**src/rtl/sync_register_file_if.sv**
```systemverilog
// Bus bundle for sync_register_file: chip select, clear, write port, two read ports.
// Parity pins exist only when REGFILE_PARITY_EN is defined.
interface sync_register_file_if #(
    parameter int WIDTH = 8,
    parameter int DEPTH = 5
);
    logic             cs_ni;
    logic             clear_i;
    logic             busy_o;
    logic             we_i;
    logic [DEPTH-1:0] waddr_i;
    logic [WIDTH-1:0] wdata_i;
    logic             re_a_i;
    logic [DEPTH-1:0] raddr_a_i;
    logic [WIDTH-1:0] rdata_a_o;
    logic             rvalid_a_o;
    logic             re_b_i;
    logic [DEPTH-1:0] raddr_b_i;
    logic [WIDTH-1:0] rdata_b_o;
    logic             rvalid_b_o;
`ifdef REGFILE_PARITY_EN
    logic             perr_inj_i;
    logic             perr_a_o;
    logic             perr_b_o;
`endif

    modport master (
`ifdef REGFILE_PARITY_EN
        output perr_inj_i,
        input  perr_a_o, perr_b_o,
`endif
        output cs_ni, clear_i, we_i, waddr_i, wdata_i,
        output re_a_i, raddr_a_i, re_b_i, raddr_b_i,
        input  busy_o, rdata_a_o, rvalid_a_o, rdata_b_o, rvalid_b_o
    );

    modport slave (
`ifdef REGFILE_PARITY_EN
        input  perr_inj_i,
        output perr_a_o, perr_b_o,
`endif
        input  cs_ni, clear_i, we_i, waddr_i, wdata_i,
        input  re_a_i, raddr_a_i, re_b_i, raddr_b_i,
        output busy_o, rdata_a_o, rvalid_a_o, rdata_b_o, rvalid_b_o
    );
endinterface

```
**src/rtl/sync_register_file.sv**
```systemverilog
// 1-write / 2-read synchronous register file with a built-in clear sweep.
// Define REGFILE_PARITY_EN to store and check an even-parity bit per entry.
module sync_register_file #(
    parameter int               WIDTH       = 8,
    parameter int               DEPTH       = 5,
    parameter logic [WIDTH-1:0] CLEAR_VALUE = '0
) (
    input logic                 clk_i,
    input logic                 rst_i,
    sync_register_file_if.slave bus
);
`ifdef REGFILE_PARITY_EN
    localparam int MW = WIDTH + 1;
`else
    localparam int MW = WIDTH;
`endif
    localparam int N = 2 ** DEPTH;

    typedef enum logic {ST_CLEAR, ST_IDLE} state_e;

    state_e           state_q, state_d;
    logic [DEPTH-1:0] cnt_q, cnt_d;
    logic [WIDTH-1:0] rdata_a_q, rdata_a_d;
    logic [WIDTH-1:0] rdata_b_q, rdata_b_d;
    logic             rvalid_a_q, rvalid_a_d;
    logic             rvalid_b_q, rvalid_b_d;
    logic             perr_a_q, perr_a_d;
    logic             perr_b_q, perr_b_d;

    logic [MW-1:0]    mem [N];
    logic             mem_we;
    logic [DEPTH-1:0] mem_waddr;
    logic [MW-1:0]    mem_wdata;

    logic             idle, wr_acc, rd_a_acc, rd_b_acc;
    logic [MW-1:0]    wword, cword, word_a, word_b;

    always_comb begin
        idle     = (state_q == ST_IDLE);
        wr_acc   = idle && !bus.cs_ni && bus.we_i;
        rd_a_acc = idle && !bus.cs_ni && bus.re_a_i;
        rd_b_acc = idle && !bus.cs_ni && bus.re_b_i;
`ifdef REGFILE_PARITY_EN
        wword = {(^bus.wdata_i) ^ bus.perr_inj_i, bus.wdata_i};
        cword = {^CLEAR_VALUE, CLEAR_VALUE};
`else
        wword = bus.wdata_i;
        cword = CLEAR_VALUE;
`endif

        state_d   = state_q;
        cnt_d     = cnt_q;
        mem_we    = 1'b0;
        mem_waddr = bus.waddr_i;
        mem_wdata = wword;
        unique case (state_q)
            ST_CLEAR: begin
                mem_we    = 1'b1;
                mem_waddr = cnt_q;
                mem_wdata = cword;
                cnt_d     = cnt_q + 1'b1;
                if (&cnt_q) state_d = ST_IDLE;
            end
            ST_IDLE: begin
                mem_we = wr_acc;
                if (bus.clear_i && !bus.cs_ni) begin
                    state_d = ST_CLEAR;
                    cnt_d   = '0;
                end
            end
        endcase

        // write-first: a same-cycle write to the read address is forwarded
        word_a = (wr_acc && bus.waddr_i == bus.raddr_a_i)
               ? wword : mem[bus.raddr_a_i];
        word_b = (wr_acc && bus.waddr_i == bus.raddr_b_i)
               ? wword : mem[bus.raddr_b_i];

        rdata_a_d  = rd_a_acc ? word_a[WIDTH-1:0] : rdata_a_q;
        rdata_b_d  = rd_b_acc ? word_b[WIDTH-1:0] : rdata_b_q;
        rvalid_a_d = rd_a_acc;
        rvalid_b_d = rd_b_acc;
        perr_a_d   = rd_a_acc && (^word_a) && (MW > WIDTH);
        perr_b_d   = rd_b_acc && (^word_b) && (MW > WIDTH);
    end

    always_ff @(posedge clk_i or posedge rst_i) begin
        if (rst_i) begin
            state_q    <= ST_CLEAR;
            cnt_q      <= '0;
            rdata_a_q  <= '0;
            rdata_b_q  <= '0;
            rvalid_a_q <= 1'b0;
            rvalid_b_q <= 1'b0;
            perr_a_q   <= 1'b0;
            perr_b_q   <= 1'b0;
        end else begin
            state_q    <= state_d;
            cnt_q      <= cnt_d;
            rdata_a_q  <= rdata_a_d;
            rdata_b_q  <= rdata_b_d;
            rvalid_a_q <= rvalid_a_d;
            rvalid_b_q <= rvalid_b_d;
            perr_a_q   <= perr_a_d;
            perr_b_q   <= perr_b_d;
        end
    end

    // array has no reset so it stays RAM-inferable
    always_ff @(posedge clk_i) begin
        if (mem_we) mem[mem_waddr] <= mem_wdata;
    end

    assign bus.busy_o     = (state_q == ST_CLEAR);
    assign bus.rdata_a_o  = rdata_a_q;
    assign bus.rdata_b_o  = rdata_b_q;
    assign bus.rvalid_a_o = rvalid_a_q;
    assign bus.rvalid_b_o = rvalid_b_q;
`ifdef REGFILE_PARITY_EN
    assign bus.perr_a_o   = perr_a_q;
    assign bus.perr_b_o   = perr_b_q;
`else
    logic unused_perr;
    assign unused_perr = perr_a_q ^ perr_b_q;
`endif
endmodule

```
**src/flat_wrapper.sv**
```systemverilog
// flat-port wrapper written by rule: the top's interface ports become plain ports
module sync_register_file_flat 
#(
    parameter int               WIDTH       = 8,
    parameter int               DEPTH       = 5,
    parameter logic [WIDTH-1:0] CLEAR_VALUE = '0
)
  (clk_i, rst_i, bus_cs_ni, bus_clear_i, bus_we_i, bus_waddr_i, bus_wdata_i, bus_re_a_i, bus_raddr_a_i, bus_re_b_i, bus_raddr_b_i, bus_busy_o, bus_rdata_a_o, bus_rvalid_a_o, bus_rdata_b_o, bus_rvalid_b_o);
  sync_register_file_if #(.WIDTH(WIDTH), .DEPTH(DEPTH)) bus_i ();
  input logic clk_i;
  input logic rst_i;
  input wire logic [$bits(bus_i.cs_ni)-1:0] bus_cs_ni;
  input wire logic [$bits(bus_i.clear_i)-1:0] bus_clear_i;
  input wire logic [$bits(bus_i.we_i)-1:0] bus_we_i;
  input wire logic [$bits(bus_i.waddr_i)-1:0] bus_waddr_i;
  input wire logic [$bits(bus_i.wdata_i)-1:0] bus_wdata_i;
  input wire logic [$bits(bus_i.re_a_i)-1:0] bus_re_a_i;
  input wire logic [$bits(bus_i.raddr_a_i)-1:0] bus_raddr_a_i;
  input wire logic [$bits(bus_i.re_b_i)-1:0] bus_re_b_i;
  input wire logic [$bits(bus_i.raddr_b_i)-1:0] bus_raddr_b_i;
  output wire logic [$bits(bus_i.busy_o)-1:0] bus_busy_o;
  output wire logic [$bits(bus_i.rdata_a_o)-1:0] bus_rdata_a_o;
  output wire logic [$bits(bus_i.rvalid_a_o)-1:0] bus_rvalid_a_o;
  output wire logic [$bits(bus_i.rdata_b_o)-1:0] bus_rdata_b_o;
  output wire logic [$bits(bus_i.rvalid_b_o)-1:0] bus_rvalid_b_o;
  assign bus_i.cs_ni = bus_cs_ni;
  assign bus_i.clear_i = bus_clear_i;
  assign bus_i.we_i = bus_we_i;
  assign bus_i.waddr_i = bus_waddr_i;
  assign bus_i.wdata_i = bus_wdata_i;
  assign bus_i.re_a_i = bus_re_a_i;
  assign bus_i.raddr_a_i = bus_raddr_a_i;
  assign bus_i.re_b_i = bus_re_b_i;
  assign bus_i.raddr_b_i = bus_raddr_b_i;
  assign bus_busy_o = bus_i.busy_o;
  assign bus_rdata_a_o = bus_i.rdata_a_o;
  assign bus_rvalid_a_o = bus_i.rvalid_a_o;
  assign bus_rdata_b_o = bus_i.rdata_b_o;
  assign bus_rvalid_b_o = bus_i.rvalid_b_o;
  sync_register_file #(.WIDTH(WIDTH), .DEPTH(DEPTH), .CLEAR_VALUE(CLEAR_VALUE)) u_core (.clk_i(clk_i), .rst_i(rst_i), .bus(bus_i));
endmodule
```
**config.mk**
```make
export PLATFORM = sky130hd
export DESIGN_NAME = sync_register_file_flat
export DESIGN_NICKNAME = d
export VERILOG_FILES = /design/src/rtl/sync_register_file_if.sv /design/src/rtl/sync_register_file.sv /design/src/flat_wrapper.sv
export SDC_FILE = /design/constraint.sdc
export NUM_CORES = 1
export LEC_CHECK = 0
export BUFFER_PORTS_ARGS = -buffer_cell sky130_fd_sc_hd__buf_2
export CAP_MARGIN = 40
export CORE_AREA = 2 2 178 180
export CTS_BUF_LIST = sky130_fd_sc_hd__clkbuf_2 sky130_fd_sc_hd__clkbuf_4 sky130_fd_sc_hd__clkbuf_8
export CTS_CLUSTER_DIAMETER = 120
export CTS_CLUSTER_SIZE = 8
export DETAILED_ROUTE_END_ITERATION = 8
export DIE_AREA = 0 0 180 182
export SLEW_MARGIN = 20
export SYNTH_ARGS = -nofsm -noshare
export SYNTH_HDL_FRONTEND = slang
export SYNTH_SLANG_ARGS = --single-unit
```
**constraint.sdc**
```tcl
create_clock -name clk_i -period 4.9 [get_ports clk_i]
set_clock_uncertainty 0.1 [all_clocks]
set_input_delay 0.98 -clock clk_i [delete_from_list [all_inputs] [get_ports clk_i]]
set_output_delay 0.98 -clock clk_i [all_outputs]
set_load 0.1 [all_outputs]
```
-- Yosys cells after proc, flatten, opt, wreduce, memory -nomap -nowiden
Memories as Yosys holds them, arrays and structs flattened. A register that Yosys moved wholly into a read port is not among the register bits.
Index checks and enable logic that the tools add are counted.
- register bits after elaboration: 8
- memories kept: 1
- bits of input ports: 30
- logic and storage cells: 25
- output and inout port bits: 19
- memory bits (writable): 256
- memories (name ; words ; width ; rd ports ; clocked after Yosys merged registers in ; wr ports ; line ; RTL):
    u_core.mem ; 32 ; 8 ; 2 ; 2 ; 1 ; sync_register_file.sv:30 ; logic [MW-1:0] mem [N];
- bitwise operators: 1
- equality and inequality tests: 1
- reduce and logical (&&, ||, !) cells: 7
- add/sub/neg operators: 1
- multiplexer cells: 10
- operators by type and width (kind ; count):
    $mux W5 ; 2
    $pmux W5 S2 ; 1
    $mux W8 ; 1
    $add A5 B1 Y5 const B ; 1
    $logic_and A1 B1 Y1 ; 5
    $reduce_and A5 Y1 ; 1
    $mux W1 ; 4
    $pmux W1 S2 ; 2
    $ne A2 B2 Y1 const B ; 1
    $logic_not A1 Y1 ; 1
    $not A1 Y1 ; 1

-- Depth between registers and ports, before layout
Gate-level depths: netlist of the first run.
- word-level depth: 6
- depth in mapped cells: 9
- mapped depth without buffers: 6

-- Worst setup path before layout of the first run
No wires, ideal clock.
- path type: input to register
- start: input port bus_cs_ni
- end: memory u_core.mem[1][0] (netlist bit) (enable)
- stages on the path: 5
- arrival: 2.266 ns
- setup slack: 2.164 ns
- required time: 4.430 ns
- cell sequence: or3b_2 -> a21oi_1 -> nand2b_1 -> clkbuf_1 -> nor2_1
- word-level cells in the longest chain between the ends: 6
- ends and longest elaborated chain (element ; line ; RTL):
    from (decl) ; flat_wrapper.sv:12 ; input wire logic [$bits(bus_i.cs_ni)-1:0] bus_cs_ni;
    $logic_not A1 Y1 ; sync_register_file.sv:40 ; wr_acc = idle && !bus.cs_ni && bus.we_i;
    $logic_and A1 B1 Y1 (2 in series) ; sync_register_file.sv:40 ;
    $pmux W1 S2 ; sync_register_file.sv:56 ; unique case (state_q)
    $mux W1 ; sync_register_file.sv:111 ; if (mem_we) mem[mem_waddr] <= mem_wdata;
    $mux W1 (implied by the code) ; sync_register_file.sv:111 ;
    to (decl) ; sync_register_file.sv:30 ;
No other way between the ends.

-- Final worst setup path of the first run
- start: register u_core.state_q, in the netlist u_core.idle
- end: output port bus_busy_o
- word-level cells in the longest chain between the ends: 1
- ends and longest elaborated chain (element ; line ; RTL):
    from (decl) ; sync_register_file.sv:21 ; state_e state_q, state_d;
    from (signal assigned) ; sync_register_file.sv:98 ; state_q <= state_d;
    $not A1 Y1 ; sync_register_file.sv:114 ; assign bus.busy_o = (state_q == ST_CLEAR);
    to (decl) ; flat_wrapper.sv:21 ; output wire logic [$bits(bus_i.busy_o)-1:0] bus_busy_o;
No other way between the ends.

==> metrics.txt, run 1 <==
final setup vio count=0; unrepaired setup endpoints after global routing=false; CP Capture Type=primary output; Rows=65; prevailing post-synth register cell=edfxtp_1; Setup TNS=0 ns; CTS sink cnt=280; WP data arrival=2.19 ns; clk buf depth=3; Num CTS Buffers=40; clock tree root buffer cell=clkbuf_8; Synth async-reset ratio=8.57%; Fillers=2651; routing usage on met2=38.2%; worst skew pair latency=0.57 ns; DPL Wire Length=27600 um; dpl ws=1.42 ns; vias in the first global route=8611; Starting Density=44.2%; Avg Inst Size Synth=15.2 um^2; max-slew violations=0; antenna violations before repair=1; Post-CTS Hold Buffers=0; Hold Vio Cnt, Final=0; type of origin of the critical path=register; min Tclk post-route=3.27 ns; number of remaining DRC errors=0; pin count of the biggest net entering global routing=43; Worst-path clk slew=0.07 ns; first-pass GRT wire length=57600 um; total gr overflow=0; PD cells=467 nW/um^2; synth-to-layout area growth=11.9%; Most Crowded Layer GR=met2; post_cts resized=0; outcome=complete, no violations; die extent in y=182 um; GP Congestion=0.971; Util after Layout=49.4%; share of cells above drive strength 1=25.5%; Final Non-Filler Cells=1404; area of the multi-input gates=5000 um^2; n_diodes=0; met1 Usage GRT=33.0%; Crit Path Max Fanout=19; CTS tree=yes; die area=32800 um^2; Mapped Cells=899; DR pass1 iterations=5; final WL=39200 um; VDD IR max=0.219 mV; IO Count=49; critical path class=register to primary output; storage element area=8290 um^2; die width=180 um; Distinct cells, synth=54; Core Footprint=31000 um^2; Post-layout nets=1002; Max Cap Viol=0; via-per-instance ratio=6.20; routed vias=8706; synthesized area=13700 um^2; Post-synth EDFFs=256; IO buf count=48; Inst Count DP=1317; sequential area share after synthesis=60.6%; drt wl/cell=27.9 um; starting DRC count in detailed routing=1171; Hold Crit Class=input port to asynchronous set/reset pin; H-Tree Depth=2; final worst setup slack=1.63 ns; gr usage total=23.7%; Hold WS=0.411 ns; Yosys Warn Count=0; CP required=3.82 ns; Max Clk Rate=306 MHz; ANT nets after route=0; Pleak=5.51 nW; Setup Fix Bufs, Post-CTS=0; Yosys reg bits=280; met3 Resource Use GR=4.33%; fin crit share=66.7%; Worst-Margin Slew=0.838 ns; Post-Syn Nets=931; relative slew slack=44.0%
-- report_power, final --
group / internal [mW] / switching, mW / total (mW) / leakage [nW]
registers: 3.04 / 0.219 / 3.26 / 2.66
clock network: 1.00 / 0.884 / 1.89 / 0.441
logic: 0.544 / 1.45 / 2.00 / 2.41
-- flip-flops by register name (all words and copies together), names as in the netlist --
register and flops:
u_core.bus.rvalid_a_o 1, u_core.mem 256, u_core.cnt_q 5, u_core.idle 1, u_core.bus.rvalid_b_o 1, u_core.bus.rdata_a_o 8
u_core.bus.rdata_b_o 8
-- synth_stat cells (7+ instances only) --
master	number	area (um^2)
xnor2_1	8	70.1
clkbuf_1	16	60.1
nor2_1	55	206
a22oi_1	49	368
buf_2	20	100
buf_4	12	90.1
nor3_1	8	40.0
dfrtp_1	24	601
mux4_2	64	1440
mux2_2	14	158
edfxtp_1	256	7690
nand2_1	59	221
o21ai_0	7	35.0
inv_1	11	41.3
a31oi_1	8	50.1
o22ai_1	18	113
a221oi_1	12	105
nand3_1	19	95.1
mux2i_1	128	1280
a21oi_1	16	80.1
buf_6	8	90.1
-- cells by family (layout without fill, tap and decap cells) --
family	after synthesis	in the layout	share of synthesized area, %
simple gates	185	185	6.78
compound gates	141	141	7.38
fa+ha+maj	2	2	0.183
buf+inv	71	174	2.90
flops	280	280	60.6
xor+xnor	11	11	0.759
mux	209	209	21.4
-- critical path: stages (launching register included) --
cell and delay [ns]:
dfrtp_1 0.67, buf_4 0.34, inv_1 0.16, buf_2 0.46
-- metal layers --
layer | wire (um) | up-vias | share of wire [%]
met2 | 18500 | 413 | 47
met1 | 16300 | 4458 | 42
li1 | - | 3759 | -
met5 | 10 | - | 0.026
met4 | 1060 | 2 | 2.7
met3 | 3370 | 74 | 8.6
-- placed cells by master (no fill, tap or decap), types with 5 or more instances in the layout --
master / n
and3b_1: 6
o31ai_1: 5
o21ai_0: 7
nor3_1: 8
clkbuf_8: 40
o22ai_1: 18
inv_1: 9
dfrtp_1: 24
a21oi_1: 16
mux4_2: 64
nand2_1: 59
mux2i_1: 128
buf_2: 48
buf_4: 32
xnor2_1: 8
a221oi_1: 12
nor3b_1: 5
nor2_1: 55
o221ai_1: 6
a22oi_1: 49
edfxtp_1: 256
nand2b_1: 5
and3_1: 6
nand3_1: 19
a2bb2oi_1: 6
clkbuf_4: 32
mux2_2: 14
nor2b_1: 5
a31oi_1: 8
-- through the flow --
stage	area (um^2)	total power [mW]
after global routing	15300	7.40
after global placement	14200	5.19
after floorplan	13700	4.60
final	15300	7.15
after detailed placement	14400	5.25
after CTS	15200	7.13
-- area by class of cell --
cell class | instances | area share (%)
Inverter | 11 | 0.270
Clock buffer | 71 | 5.12
Clock inverter | 3 | 0.180
Multi-Input combinational cell | 548 | 32.6
Timing Repair Buffer | 89 | 4.34
Sequential cell | 280 | 54.2
Tap cell | 402 | 3.29
-- worst paths after layout --
check | from | to | slack, ns | depth (start not counted)
worst min register to register | u_core.bus.rdata_b_o[1] | u_core.bus.rdata_b_o[1] | 0.45 | 2
max in group asynchronous | rst_i | u_core.bus.rdata_a_o[4] | 3.73 | 3
worst max register to register | u_core.idle | u_core.bus.rdata_a_o[4] | 1.65 | 6
worst max-delay path | u_core.idle | bus_busy_o | 1.63 | 3
worst min-delay path | rst_i | u_core.bus.rvalid_b_o | 0.41 | 2
min in group clk_i | u_core.bus.rdata_b_o[1] | u_core.bus.rdata_b_o[1] | 0.45 | 2
Power figures use the tool's default switching activity.
==> inputs of run 2 (changes only) <==
==> constraint.sdc (replaced) <==
create_clock -name clk_i -period 3.2 [get_ports clk_i]
set_clock_uncertainty 0.1 [all_clocks]
set_input_delay 0.64 -clock clk_i [delete_from_list [all_inputs] [get_ports clk_i]]
set_output_delay 0.64 -clock clk_i [all_outputs]
set_load 0.1 [all_outputs]
==> run 2 against run 1 <==
Sequential power rose by 52%; first-iteration DRC count shrank 9.2%; combinational power up 56%; worst hold slack worse by 0.089 ns; clock power is 40% higher; register-to-register slack lost 1.3 ns; sequential share of layout area fell by 0.67 points; global-route usage increased by 0.78 points; critical path depth grew 4; routed wire length up 1.4%; critical path type is now register to register.
==> metrics.txt, run 2 (synthesized netlist as in run 1, its figures left out) <==
crit path from=u_core.idle; CP required=3.55 ns (-0.27 ns); via-per-instance ratio=6.11 (-1.4%); Post-layout nets=1044 (+4.2%); Biggest register=u_core.mem; dpl ws=0.233 ns (-1.19 ns); share of cells above drive strength 1=27.1% (+1.5 points); Max Clk Rate=352 MHz; routing usage on met2=39.2% (+1.0 points); starting DRC count in detailed routing=1063 (-9.2%); most common cell after layout, fill and taps aside=edfxtp_1; Hold Vio Cnt, Final=0 (unchanged); drt wl/cell=27.8 um (-0.35%); die extent in y=182 um (unchanged); max reg flops=256 (unchanged); Worst Hold Launch=bus_wdata_i[3]; Internal=6.92 mW (+51%); WP data arrival=3.19 ns (+1.00 ns); Core Footprint=31000 um^2 (unchanged); met3 Resource Use GR=4.99% (+0.66 points); critical path class=register to register; DR pass1 iterations=6 (+1); IO Count=49 (unchanged); Hold WS=0.322 ns (-0.0891 ns); total gr overflow=0 (unchanged); net load switching power=3.81 mW (+49%); pin count of the biggest net entering global routing=40 (-7.0%); CP max stage delay=0.76 ns (+0.09 ns); n_diodes=0 (unchanged); min Tclk post-route=2.84 ns; routed vias=8738 (+0.37%); crit path cell chain=mux2i_2, buf_4, xnor2_1, nor4_4, a21oi_2, o221ai_1, o31ai_1; final worst setup slack=0.361 ns (-1.27 ns); number of remaining DRC errors=0 (unchanged); Starting Density=44.2% (unchanged); Combinational Power Share=29.2% (+1.3 points); Most Crowded Layer GR=met2; hold path cells=3; PD cells=692 nW/um^2 (+48%); antenna violations before repair=1 (unchanged); switching share of power=35.5% (-0.22 points); Setup Fix Bufs, Post-CTS=0 (unchanged); worst r2r src=u_core.idle; relative slew slack=43.8% (-0.16 points); CTS sink cnt=280 (unchanged); clock tree root buffer cell=clkbuf_8; final setup vio count=0 (unchanged); r2r setup slk=0.36 ns (-1.29 ns); commonest cells after routing, fill and taps aside=256 x edfxtp_1, 128 x mux2i_1, 74 x buf_4, 64 x mux4_2, 59 x nand2_1; CP Capture Type=register; fin crit share=88.7%; final WL=39700 um (+1.4%); Setup TNS=0 ns (unchanged); vias in the first global route=8802 (+2.2%); Worst-path clk slew=0.06 ns (about the same); Hold Path End=u_core.bus.rdata_a_o[3]; die area=32800 um^2 (unchanged); CTS tree=yes; FF-to-FF path depth=7 (+1); largest delay contributor family on the critical path=compound AO/OA/AOI/OAI gates; Fillers=2651 (unchanged); ANT nets after route=0 (unchanged); H-Tree Depth=2 (unchanged); Reg power frac=46.2% (+0.5 points); GP Congestion=0.904 (-6.9%); Max Cap Viol=0 (unchanged); Worst path slowest cell=dfrtp_1; die width=180 um (unchanged); first-pass GRT wire length=58700 um (+1.9%); clk buf depth=3 (unchanged); gr usage total=24.5% (+0.78 points); Worst-Margin Slew=0.842 ns (+0.00462 ns); Hold Crit Class=input port to register; Pleak=5.66 nW (+2.7%); VDD IR max=0.413 mV (+89%); FF-to-FF End=u_core.bus.rdata_a_o[4]; Crit Path Max Fanout=16 (-3); outcome=complete, no violations; type of origin of the critical path=register; unrepaired setup endpoints after global routing=false; Rows=65 (unchanged); met1 Usage GRT=33.9% (+0.96 points); Clk pwr share=24.6% (-1.8 points); IO buf count=48 (unchanged); Num CTS Buffers=40 (unchanged); synth-to-layout area growth=13.3%; DPL Wire Length=28500 um (+3.4%); worst skew pair latency=0.54 ns (-0.03 ns); buffers and inverters on the worst path=1 (-2); max-slew violations=0 (unchanged)
run 2: cell types whose count changed in the layout (fill, tap and decap cells not counted):
cell,before,now
buf_4,32,74
inv_8,1,0
clkbuf_4,32,16
inv_2,2,0
inv_1,9,11
clkbuf_8,40,41
clkinvlp_4,1,0
inv_6,1,0
buf_16,4,0
buf_12,2,8
buf_2,48,46
dlygate4sd3_1,0,1
run 2: worst min-delay path, stage by stage:
cell and delay (ns):
buf_2 0.10, nand2_1 0.08, o211ai_1 0.09
run 2: power by group through the flow:
stage | Sequential [mW] | Clock (mW) | Combinational (mW)
final | 4.95 | 2.64 | 3.13
after global routing | 5.00 | 2.83 | 3.29
after CTS | 4.95 | 2.70 | 3.11
after global placement | 5.01 | 0 | 3.08
after floorplan | 5.63 | 0 | 1.42
after detailed placement | 5.02 | 0 | 3.10
run 2: worst max path at each step:
stage / to / slack (ns) / cells past startpoint
after floorplan: u_core.mem[1][0] / 0.80 / 5
after global placement: u_core.bus.rdata_a_o[6] / 0.24 / 9
after detailed placement: u_core.bus.rdata_a_o[6] / 0.23 / 9
after CTS: u_core.bus.rdata_a_o[4] / 0.34 / 7
after global routing: u_core.bus.rdata_a_o[1] / 0.18 / 7
final: u_core.bus.rdata_a_o[4] / 0.36 / 7
run 2: cell type report:
class | instances | area, um^2 | share of cell area, %
clock buffers | 57 | 684 | 4.42
inverters | 11 | 41.3 | 0.266
multi-input cells | 548 | 5000 | 32.2
flip-flops and latches | 280 | 8290 | 53.5
well taps | 402 | 503 | 3.25
repair buffers | 131 | 982 | 6.34
run 2: routing by layer:
metal	part of all wire (%)	wire length [um]
met1	42	16700
met2	47	18700
met3	8.4	3320
met4	2.6	1030
met5	0.035	14
run 2: metrics by stage:
stage | power, mW | std cells | util, % | cell area (um^2)
after detailed placement | 8.13 | 1367 | 47.7 | 14800
after global placement | 8.10 | 1366 | 47.6 | 14800
after CTS | 10.8 | 1425 | 49.9 | 15500
after floorplan | 7.05 | 899 | - | 13700
final | 10.7 | 1429 | 50.0 | 15500
after global routing | 11.1 | 1429 | 50.0 | 15500
run 2: repair_timing:
item                      in CTS  in global routing
gates resized for setup        0                  0
hold buffers                   1                  0
hold endpoints to repair       9                  0
